## config.mk

```make
export PLATFORM = sky130hd
export DESIGN_NAME = alu_multicycle
export DESIGN_NICKNAME = d
export VERILOG_FILES = /design/src/rtl/alu_multicycle.sv
export SDC_FILE = /design/constraint.sdc
export NUM_CORES = 1
export LEC_CHECK = 0
export CORE_MARGIN = 2
export CORE_UTILIZATION = 51
export CTS_CLUSTER_DIAMETER = 120
export DETAILED_ROUTE_END_ITERATION = 10
export PLACE_DENSITY = 0.83
export SLEW_MARGIN = 10
export SYNTH_ARGS = -nofsm -noshare
export SYNTH_HDL_FRONTEND = slang
export SYNTH_SLANG_ARGS = --single-unit
```

## constraint.sdc

```tcl
create_clock -name clk -period 1.5 [get_ports clk]
set_clock_uncertainty 0.2 [all_clocks]
set_input_delay 0.225 -clock clk [delete_from_list [all_inputs] [get_ports clk]]
set_output_delay 0.225 -clock clk [all_outputs]
set_load 0.01 [all_outputs]
```

## src/rtl/alu_multicycle.sv

```systemverilog
// Registered EX-stage ALU: one-cycle logic/arith/shift/compare/branch ops plus
// optional iterative MULT/MULTU/DIV/DIVU into hi/lo, enabled by `define ALU_MULDIV_EN.
module alu_multicycle #(
  parameter int WIDTH = 32,
  parameter int SHW   = $clog2(WIDTH)
) (
  input  logic             clk,
  input  logic             rst,
  input  logic             start,
  input  logic [4:0]       aluctr,
  input  logic [WIDTH-1:0] A,
  input  logic [WIDTH-1:0] B,
  input  logic [SHW-1:0]   shft,
  output logic [WIDTH-1:0] y,
  output logic             zero,
  output logic             ovflow,
  output logic [WIDTH-1:0] hi,
  output logic [WIDTH-1:0] lo,
  output logic             busy,
  output logic             done,
  output logic             dz
);

  function automatic logic add_ovf(input logic sa, input logic sb, input logic sr);
    return (sa == sb) && (sr != sa);
  endfunction

  function automatic logic sub_ovf(input logic sa, input logic sb, input logic sr);
    return (sa != sb) && (sr != sa);
  endfunction

  function automatic logic [WIDTH-1:0] bit2w(input logic b);
    return {{(WIDTH-1){1'b0}}, b};
  endfunction

  logic signed [WIDTH-1:0] as_p0, bs_p0;
  logic        [WIDTH-1:0] sum_p0, dif_p0, res_p0;
  logic                    ovf_p0;
  logic                    sc_issue;

  assign as_p0  = A;
  assign bs_p0  = B;
  assign sum_p0 = A + B;
  assign dif_p0 = A - B;
  assign zero   = (y == '0);

  // ---- stage 0: single-cycle result, registered into y/ovflow below
  always_comb begin
    res_p0 = '0;
    ovf_p0 = 1'b0;
    case (aluctr)
      5'b00000: begin
        res_p0 = sum_p0;
        ovf_p0 = add_ovf(A[WIDTH-1], B[WIDTH-1], sum_p0[WIDTH-1]);
      end
      5'b00001: begin
        res_p0 = dif_p0;
        ovf_p0 = sub_ovf(A[WIDTH-1], B[WIDTH-1], dif_p0[WIDTH-1]);
      end
      5'b00010: res_p0 = bit2w(as_p0 < bs_p0);
      5'b01000: res_p0 = bit2w(A < B);
      5'b00011: res_p0 = A & B;
      5'b00100: res_p0 = ~(A | B);
      5'b00101: res_p0 = A | B;
      5'b00110: res_p0 = A ^ B;
      5'b00111: res_p0 = B << shft;
      5'b01001: res_p0 = bs_p0 >>> shft;
      5'b01010: res_p0 = B >> shft;
      5'b10000: res_p0 = bit2w(A[WIDTH-1]);
      5'b10001: res_p0 = bit2w(A[WIDTH-1] || (A == '0));
      5'b10010: res_p0 = bit2w(!A[WIDTH-1] && (A != '0));
      5'b10011: res_p0 = bit2w(!A[WIDTH-1]);
      default:  res_p0 = '0;
    endcase
  end

`ifdef ALU_MULDIV_EN

  typedef enum logic [1:0] {IDLE, MUL, DIV, FIX} state_t;

  function automatic logic [WIDTH-1:0] mag(input logic [WIDTH-1:0] v, input logic sgn);
    return (sgn && v[WIDTH-1]) ? -v : v;
  endfunction

  function automatic logic [WIDTH-1:0] fix_sign(input logic [WIDTH-1:0] v, input logic neg);
    return neg ? -v : v;
  endfunction

  function automatic logic [2*WIDTH-1:0] fix_sign2(input logic [2*WIDTH-1:0] v, input logic neg);
    return neg ? -v : v;
  endfunction

  state_t               state, state_nx;
  logic [SHW-1:0]       cnt;
  logic [2*WIDTH:0]     acc, mul_nx, div_nx;
  logic [WIDTH-1:0]     mb;
  logic [WIDTH:0]       madd, dtry;
  logic                 neg_q, neg_r, is_div, dz_pend;
  logic                 can_issue, is_md, md_issue, dz_issue, sgn_op;

  // FIX is the write-back cycle, so a new op may be issued on its closing edge.
  assign can_issue = (state == IDLE) || (state == FIX);
  assign is_md     = (aluctr[4:2] == 3'b110);
  assign sgn_op    = !aluctr[0];
  assign md_issue  = start && can_issue && is_md;
  assign dz_issue  = md_issue && aluctr[1] && (B == '0);
  assign sc_issue  = start && can_issue && !is_md;
  assign busy      = (state != IDLE);

  // acc = {remainder/partial product (WIDTH+1), quotient/multiplier (WIDTH)}
  assign madd   = acc[2*WIDTH:WIDTH] + (acc[0] ? {1'b0, mb} : '0);
  assign mul_nx = {1'b0, madd, acc[WIDTH-1:1]};
  assign dtry   = acc[2*WIDTH-1:WIDTH-1] - {1'b0, mb};
  assign div_nx = dtry[WIDTH] ? {acc[2*WIDTH-1:0], 1'b0}
                              : {dtry, acc[WIDTH-2:0], 1'b1};

  always_ff @(posedge clk or posedge rst) begin
    if (rst) state <= IDLE;
    else     state <= state_nx;
  end

  always_comb begin
    state_nx = state;
    case (state)
      IDLE, FIX: begin
        state_nx = IDLE;
        if (md_issue) state_nx = dz_issue ? FIX : (aluctr[1] ? DIV : MUL);
      end
      MUL, DIV: if (cnt == SHW'(WIDTH-1)) state_nx = FIX;
      default:  state_nx = IDLE;
    endcase
  end

  // ---- stage 1: operand latch (magnitudes) and one iteration step per cycle
  always_ff @(posedge clk) begin
    if (md_issue) begin
      acc     <= {{(WIDTH+1){1'b0}}, dz_issue ? A : mag(A, sgn_op)};
      mb      <= mag(B, sgn_op);
      neg_q   <= sgn_op && (A[WIDTH-1] ^ B[WIDTH-1]);
      neg_r   <= sgn_op && A[WIDTH-1];
      is_div  <= aluctr[1];
      dz_pend <= dz_issue;
    end else if (state == MUL) begin
      acc <= mul_nx;
    end else if (state == DIV) begin
      acc <= div_nx;
    end
  end

  // ---- stage 2: sign correction and hi/lo write-back in FIX
  always_ff @(posedge clk or posedge rst) begin
    if (rst) begin
      cnt <= '0;
      hi  <= '0;
      lo  <= '0;
      dz  <= 1'b0;
    end else begin
      cnt <= (state == MUL || state == DIV) ? cnt + SHW'(1) : '0;
      dz  <= (state == FIX) && dz_pend;
      if (state == FIX) begin
        if (dz_pend) begin
          hi <= acc[WIDTH-1:0];
          lo <= '1;
        end else if (is_div) begin
          hi <= fix_sign(acc[2*WIDTH-1:WIDTH], neg_r);
          lo <= fix_sign(acc[WIDTH-1:0], neg_q);
        end else begin
          {hi, lo} <= fix_sign2(acc[2*WIDTH-1:0], neg_q);
        end
      end
    end
  end

  always_ff @(posedge clk or posedge rst) begin
    if (rst) begin
      y      <= '0;
      ovflow <= 1'b0;
      done   <= 1'b0;
    end else begin
      done <= sc_issue || (state == FIX);
      if (sc_issue) begin
        y      <= res_p0;
        ovflow <= ovf_p0;
      end
    end
  end

`else

  assign sc_issue = start;
  assign busy     = 1'b0;
  assign dz       = 1'b0;
  assign hi       = '0;
  assign lo       = '0;

  always_ff @(posedge clk or posedge rst) begin
    if (rst) begin
      y      <= '0;
      ovflow <= 1'b0;
      done   <= 1'b0;
    end else begin
      done <= sc_issue;
      if (sc_issue) begin
        y      <= res_p0;
        ovflow <= ovf_p0;
      end
    end
  end

`endif

endmodule

```

==> impl_metrics.py, run 1 <==
metrics = {
    "status": {
        "status": "stopped before the end",
        "failing_step": "global routing",
        "error_line": "[ERROR GRT-0116] Global routing finished with congestion. Check the congestion regions in the DRC Viewer.",
    },
    "clock_tree": {
        "clk_path_buf_depth": 2,
        "cts_root_buf": "clkbuf_16",
        "cts_sinks": 34,
        "cts_max_level": 2,
        "cts_buffers": 5,
    },
    "grt": {
        "grt_max_degree": 35,
        "grt_pass1_vias": 21600,
        "grt-ovfl-total": 443,
        "grt.total_usage_pct": 82.5,
        "grt_first_pass_wirelength_mm": 140,
    },
    "yosys": {
        "synth-compound-area-share_pct": 33.0,
        "ys_seq_area_share_pct": 7.75,
        "synth_edf_count": 0,
        "synth_mux_area_share_pct": 16.0,
        "syn_avg_cell_area_um2": 7.18,
        "synth-xor-area-share_pct": 0.638,
        "synth_top_family_by_area": "compound AO/OA/AOI/OAI gates",
        "yosys-top-cells-area": "ha_1 (12%), dfrtp_1 (7.8%), mux4_2 (7.0%), a21oi_1 (6.2%), mux2i_1 (5.5%)",
        "synthSimpleGateAreaFrac_pct": 18.0,
        "syn-cell-area_um2": 11000,
        "synthAdderAreaFrac_pct": 12.0,
        "syn_inst": 1529,
        "synth_cell_types": 86,
        "synth_top_flop_cell": "dfrtp_1",
        "synth_top_area_share_pct": 11.6,
        "async_reset_ff_share_pct": 100,
        "synth_top_area_cell": "ha_1",
        "synth-seq-cells": 34,
        "yosys_warnings": 0,
    },
    "die": {
        "num_rows": 53,
        "die_y_um": 151,
        "die_x_um": 151,
        "initial_core_util_pct": 52.0,
        "ios": 178,
    },
    "place": {
        "gp_congestion": 1.26,
        "portBuffers": 111,
        "hpwl_mm": 48.5,
    },
}
-- cell usage after synthesis (8+ instances only) --
library cell / count
o2bb2ai_1: 14
a221o_1: 15
o31ai_1: 12
o21bai_1: 11
a211oi_1: 35
mux2_2: 32
o211ai_1: 23
o221ai_1: 9
a22oi_1: 10
o21ai_0: 98
a21oi_1: 135
buf_2: 13
mux2i_1: 60
buf_1: 10
clkbuf_1: 79
nor2b_1: 12
a31oi_1: 17
dfrtp_1: 34
a211o_1: 9
nor4_1: 23
mux4_2: 34
buf_4: 73
o2111ai_1: 12
nand2_1: 124
nor2_1: 157
nor3_1: 32
a221oi_1: 18
o22ai_1: 8
ha_1: 102
a2111oi_0: 10
o21a_1: 10
nand3_1: 30
nand2b_1: 13
inv_1: 104
a21o_1: 10
nand4_1: 21
-- cell families after synthesis --
logic type | Yosys count
compound gates | 529
simple gates | 438
buf+inv | 287
mux | 128
fa+ha+maj | 104
flops | 34
xor+xnor | 8
other cells | 1
-- metal layers --
metal / GRT overflow / global-route usage [%]
met1: 3 / 79.1
met2: 239 / 98.8
met3: 10 / 66.2
met4: 191 / 93.8
met5: 0 / 27.5
-- through the flow --
step / TNS, ns / std cells / utilization, % / worst slack, ns / cell area, µm²
after CTS: -36.75 / 2447 / 89.9 / -1.37 / 19000
after detailed placement: -65.69 / 2368 / 78.0 / -2.41 / 16400
after global placement: -62.53 / 2368 / 78.0 / -2.20 / 16400
after floorplan: -30.96 / 1594 / - / -1.19 / 11700
-- what timing repair did --
action / in CTS
setup buffers: 79
hold buffers: 0
gates resized for setup: 693
cloned: 0
setup endpoints to repair: 68
pin swaps: 177
==> inputs of run 2 (changes only) <==
CORE_UTILIZATION = 36   (was 51)
CTS_CLUSTER_DIAMETER = unset   (was 120)
PLACE_DENSITY = unset   (was 0.83)
PLACE_DENSITY_LB_ADDON = 0.15   (was unset)
clock period = 2 ns   (was 1.5 ns; I/O delays follow)
==> run 2 against run 1 <==
  * The flow now finishes, with violations (negative setup slack)
  * Area after synthesis is the same
  * Synthesized cell count is the same
==> impl_metrics.py, run 2 <==
metrics = {
    "sta": {
        "worst_pin_slew_ns": 0.697,
        "fmax_mhz": 340,
        "holdWs_ns": 0.230,
        "hold_viol": 0,
        "finalMaxSlewViolations": 0,
        "tns_ns": -23.07,
        "fin_crit_ns": 2.95,
        "layout_setup_ws_ns": -0.945,
        "finalSetupViolCount": 34,
        "slew_headroom_pct": 53.4,
        "min_period_over_period_pct": 147,
        "grt_setup_unrepaired": "true",
    },
    "layout": {
        "reg_top3": "y x32, done x1, ovflow x1",
        "seqCellArea_um2": 851,
        "finalNetCount": 2487,
        "multi_input_area_um2": 11400,
        "n_fill_cell": 2468,
        "final_common_cell": "buf_4",
        "mostFrequentLayoutCells": "buf_4 (661), nor2_1 (128), nand2_1 (114), buf_6 (98), a21oi_1 (94)",
        "area_growth_pct": 89.4,
        "largest_register": "y",
        "largest_reg_flops": 32,
        "drive_above_1_share_pct": 54.3,
        "final_cells": 2697,
    },
    "yosys": {
        "synth_edf_count": 0,
        "synth_top_area_cell": "ha_1",
        "yosys_warnings": 0,
        "yosys-top-cells-area": "ha_1 (12%), dfrtp_1 (7.8%), mux4_2 (7.0%), a21oi_1 (6.2%), mux2i_1 (5.5%)",
        "syn_inst": 1529,
        "synth_top_flop_cell": "dfrtp_1",
        "yosys.cell_count.top_type": "nor2_1",
        "syn_avg_cell_area_um2": 7.18,
        "ys_seq_area_share_pct": 7.75,
        "synth_top_area_share_pct": 11.6,
        "syn-cell-area_um2": 11000,
        "synth_cell_types": 86,
        "async_reset_ff_share_pct": 100,
        "synth-seq-cells": 34,
        "synth_commonest_cells": "nor2_1 (157), a21oi_1 (135), nand2_1 (124)",
    },
    "power_and_ir_drop": {
        "power_switching_mw": 3.42,
        "power_density_nw_per_um2": 366,
        "p_comb_share_pct": 76.9,
        "p_sw_share_pct": 44.9,
        "internal_power_mw": 4.19,
        "seq_power_share_pct": 10.4,
        "clkPwrFrac_pct": 12.6,
        "vdd_ir_drop_max_mv": 0.301,
        "leakage_nw": 9.49,
    },
    "critical_path": {
        "r2r-end": "y[25]",
        "end_kind": "flip-flop",
        "path_max_fanout": 2,
        "reg2reg_setup_slack_ns": -0.06,
        "cp.arrival_ns": 2.93,
        "r2r_start": "y[25]",
        "critical_path_class": "in2reg",
        "crit_start": "B[15]",
        "startpoint_type": "input port",
        "reg2reg_depth": 7,
        "worstPathRequired_ns": 1.99,
        "crit_end": "y[30]",
    },
    "drt": {
        "wire_per_inst_um": 25.5,
        "via_per_inst": 5.98,
        "ant_nets": 0,
        "vias": 16100,
        "initialDrtViolationCount": 1755,
        "drcViolationCount": 0,
        "routed_wl_mm": 68.7,
        "drtPass1Iterations": 8,
    },
    "place": {
        "dpl.cell_count": 2572,
        "hpwl_mm": 54.8,
        "portBuffers": 111,
        "gp_congestion": 1.04,
        "pre_cts_slack_ns": -1.86,
    },
    "die": {
        "die_area_um2": 31900,
        "die_x_um": 179,
        "num_rows": 63,
        "die_y_um": 179,
        "ios": 178,
        "initial_core_util_pct": 36.8,
        "core_um2": 29800,
    },
    "clock_tree": {
        "cts_buffers": 5,
        "clk_path_buf_depth": 2,
        "cts_sinks": 34,
        "worstSkewPairLatency_ns": 0.30,
        "clkSlewWorstSetupHoldPaths_ns": 0.06,
        "cts_tree": "done",
        "holdBufCountCts": 0,
        "cts_root_buf": "clkbuf_16",
        "cts_max_level": 2,
    },
    "grt": {
        "grt_first_pass_wirelength_mm": 98.0,
        "grt.total_usage_pct": 41.8,
        "antenna_found_initial": 1,
        "grt_pass1_vias": 15100,
        "grt-ovfl-total": 0,
        "grt_max_degree": 35,
    },
    "job": {
        "drv_cap": 0,
    },
    "status": {
        "violations": "negative setup slack",
        "status": "complete, but fails checks",
    },
    "worst_hold_path": {
        "worstHoldPathType": "in2async",
    },
}
[run 2: cell counts after synthesis]
No cell type changed its count.
[run 2: cells by family (layout without fill, tap and decap cells)]
group	count (synthesis)	in the layout	share of synthesized area, %
AND/OR/NAND/NOR	438	438	18.0
flip-flops	34	34	7.75
adder cells (fa/ha/maj)	104	104	12.0
buffers and inverters	287	999	12.6
other	1	67	0.0342
AO/OA/AOI/OAI	529	529	33.0
XOR/XNOR	8	8	0.638
multiplexers	128	128	16.0
[run 2: how the worst min path moves through the flow]
| stage | from | slack, ns | end | cells past startpoint |
|---|---|---|---|---|
| 4_1_cts | rst | 0.26 | y[8] | 3 |
| 3_5_place_dp | y[27] | 0.31 | y[27] | 1 |
| 6_report | rst | 0.23 | y[8] | 3 |
| 3_3_place_gp | y[27] | 0.31 | y[27] | 1 |
| 2_1_floorplan | start | 0.13 | done | 0 |
| 5_1_grt | rst | 0.30 | y[8] | 3 |
[run 2: final cells by class]
class | instances | share of cell area, %
antenna | 1 | 0.0120
clock buffer | 6 | 0.668
clock inverter | 1 | 0.144
inverter | 109 | 2.23
multi-input combinational | 1273 | 54.8
sequential | 34 | 4.09
tap | 390 | 2.35
timing repair buffer | 883 | 35.7
[run 2: routing by layer]
layer / GRT usage, % / wire length, µm
met1: 57.2 / 28500
met2: 63.6 / 29700
met3: 5.20 / 5750
met4: 22.8 / 4840
met5: 0 / 0
[run 2: power by group through the flow]
| stage | clock [mW] | combinational [mW] | sequential (mW) |
|---|---|---|---|
| 4_1_cts | 0.963 | 5.36 | 0.794 |
| 3_3_place_gp | 0 | 4.54 | 0.803 |
| 3_5_place_dp | 0 | 4.55 | 0.805 |
| 2_1_floorplan | 0 | 2.10 | 0.831 |
| 5_1_grt | 0.984 | 6.11 | 0.800 |
| 6_report | 0.963 | 5.86 | 0.795 |
[run 2: critical path, stage by stage]
cell and delay (ns):
buf_6 0.09, buf_6 0.10, buf_6 0.11, mux2_4 0.26, or2_1 0.26, o21a_1 0.16, mux4_2 0.51, a211o_1 0.31
a21bo_4 0.19, nand4_1 0.20, buf_4 0.21, o221a_2 0.23
[run 2: repair_timing]
item	4_1_cts	5_1_grt
setup buffers	106	33
gates cloned	1	0
resized for setup	559	202
pin swaps	144	134
setup endpoints to repair	34	34
[run 2: metrics by stage]
stage                     power, mW  utilization [%]  instance area (µm²)
after detailed placement       5.36             57.8                17200
after global placement         5.34             57.8                17200
after floorplan                2.93                -                11700
after CTS                      7.12             66.7                19900
final                          7.61             69.7                20800
after global routing           7.90             69.7                20800
No activity file was read; power rests on OpenSTA's default activity.
==> inputs of run 3 (changes only) <==
CORE_UTILIZATION = 35   (was 36)
clock period = 2.6 ns   (was 2 ns; I/O delays follow)
==> run 3 against run 2 <==
  * The run still ends with negative setup slack left
  * Utilization decreased by 5.2 points
  * Critical endpoint is now y[23]
  * Critical path depth increased by 3
  * Combinational power decreased by 28%
  * Clock power decreased by 24%
  * Critical path type unchanged
  * Highest routed layer unchanged
  * Power decreased by 26%
  * Non-clock buffer count decreased by 77
  * Count of clock-buffer cells in the layout increased by 1
  * Largest power group unchanged
==> impl_metrics.py, run 3 (synthesized netlist as in run 2, its figures left out) <==
metrics = {
    "drt": {
        "wire_per_inst_um": 25.1,
        "initialDrtViolationCount": 1976,
        "drtPass1Iterations": 5,
        "vias": 15700,
        "via_per_inst": 5.98,
        "drcViolationCount": 0,
        "ant_nets": 0,
        "routed_wl_mm": 66.0,
    },
    "place": {
        "pre_cts_slack_ns": -1.68,
        "dpl.cell_count": 2534,
        "hpwl_mm": 53.3,
        "gp_congestion": 1.04,
        "portBuffers": 111,
    },
    "sta": {
        "hold_viol": 0,
        "finalMaxSlewViolations": 0,
        "layout_setup_ws_ns": -0.401,
        "fmax_mhz": 333,
        "fin_crit_ns": 3.00,
        "tns_ns": -6.23,
        "grt_setup_unrepaired": "true",
        "worst_pin_slew_ns": 0.591,
        "min_period_over_period_pct": 115,
        "slew_headroom_pct": 60.6,
        "finalSetupViolCount": 26,
    },
    "critical_path": {
        "worstPathRequired_ns": 2.58,
        "end_kind": "flip-flop",
        "reg2reg_setup_slack_ns": 0.45,
        "startpoint_type": "input port",
        "crit_family": "compound AO/OA/AOI/OAI gates",
        "path_max_fanout": 4,
        "cpPeakStageDelay_ns": 0.52,
        "critical_path_class": "in2reg",
        "path_cells": "buf_4 > inv_4 > ha_4 > buf_6 > nor2_4 > buf_4 > nand2_1 > o21ai_4 > o21ai_4 > o31ai_4 > buf_6 > a31oi_4 > a221o_1 > a21oi_2 > o2bb2ai_1",
        "crit_buf_inv": 5,
        "critPathSlowestCell": "o31ai_4",
        "r2r_start": "y[25]",
        "cp.arrival_ns": 2.99,
        "crit_start": "B[3]",
    },
    "power_and_ir_drop": {
        "power_mw": 5.60,
        "leakage_nw": 9.04,
        "vdd_ir_drop_max_mv": 0.375,
        "power_density_nw_per_um2": 282,
    },
    "layout": {
        "drive_above_1_share_pct": 50.9,
        "antennaDiodeCount": 0,
        "n_fill_cell": 2664,
        "final_common_cell": "buf_4",
        "final_cells": 2626,
        "largest_reg_flops": 32,
        "mostFrequentLayoutCells": "buf_4 (616), nor2_1 (138), nand2_1 (118), a21oi_1 (97), buf_6 (77)",
        "area_growth_pct": 80.8,
        "reg_top3": "y x32, done x1, ovflow x1",
        "largest_register": "y",
        "finalNetCount": 2410,
    },
    "grt": {
        "grt_first_pass_wirelength_mm": 94.7,
        "antenna_found_initial": 2,
        "grt-ovfl-total": 0,
        "gr-usage-met3_pct": 4.25,
        "grt_pass1_vias": 14800,
        "grt_max_degree": 37,
        "grt_busiest_layer": "met2",
        "met2_usage_pct": 59.2,
        "grt_util_met1_pct": 52.1,
        "grt.total_usage_pct": 38.4,
    },
    "job": {
        "drv_cap": 0,
    },
    "clock_tree": {
        "holdBufCountCts": 0,
        "cts_tree": "done",
        "cts_root_buf": "clkbuf_16",
        "cts_buffers": 5,
        "clk_path_buf_depth": 2,
        "cts_sinks": 34,
        "cts_max_level": 2,
        "clkSlewWorstSetupHoldPaths_ns": 0.07,
        "worstSkewPairLatency_ns": 0.30,
    },
    "die": {
        "die_y_um": 181,
        "core_um2": 30700,
        "die_x_um": 181,
        "initial_core_util_pct": 35.7,
        "num_rows": 64,
        "die_area_um2": 32800,
        "ios": 178,
    },
    "status": {
        "violations": "negative setup slack",
        "status": "complete, but fails checks",
    },
    "worst_hold_path": {
        "min-delay-start": "y[27]",
        "worstHoldPathType": "reg2reg",
    },
}
==> run 3: worst paths after layout <==
path	endpoint	depth (start not counted)
max	y[23]	15
min	y[27]	1
max reg2reg	y[25]	7
min reg2reg	y[27]	1
max in group asynchronous	y[11]	3
min in group asynchronous	y[8]	3
==> run 3: cell type report <==
cell class                 instances  area, µm²  area share (%)
inverter                         109        487            2.45
sequential                        34        852            4.29
multi-input combinational       1273      11100            56.1
clock buffer                       7        133           0.668
clock inverter                     1       30.0           0.151
timing repair buffer             806       6720            33.9
tap                              396        495            2.50
==> run 3: worst reg2reg max path, cell delays in order (launching register included) <==
cell,delay (ns)
dfrtp_1,0.41
nand2_1,0.19
o2111ai_1,0.14
a21oi_1,0.13
o21ai_0,0.21
a2111oi_2,0.34
o311a_1,0.23
a32oi_2,0.14
==> run 3: repair_timing <==
action                                  4_1_cts  5_1_grt
buffers inserted                             73       26
gates cloned                                  2        0
pin swaps                                   149      119
resized for setup                           535      203
endpoints found under the setup margin       34       33
==> run 3: report_power, final <==
part	leakage, nW	switching, mW	internal, mW
Clock	0.0781	0.276	0.455
Sequential	0.454	0.0604	0.575
Combinational	8.51	2.20	2.04
Total	9.04	2.54	3.07
==> run 3: layer usage <==
| layer | share of wire [%] | wire length (µm) |
|---|---|---|
| met2 | 43 | 28400 |
| met4 | 7.2 | 4730 |
| met1 | 41 | 27200 |
| met5 | 0 | 0 |
| met3 | 8.5 | 5590 |
==> run 3: through the flow <==
step	hold slack, ns	area, µm²	util (%)
6_report	0.319	19800	64.5
3_3_place_gp	0.298	16800	54.6
3_5_place_dp	0.302	16800	54.6
2_1_floorplan	0.221	11600	-
4_1_cts	0.316	19000	61.7
5_1_grt	0.358	19800	64.5
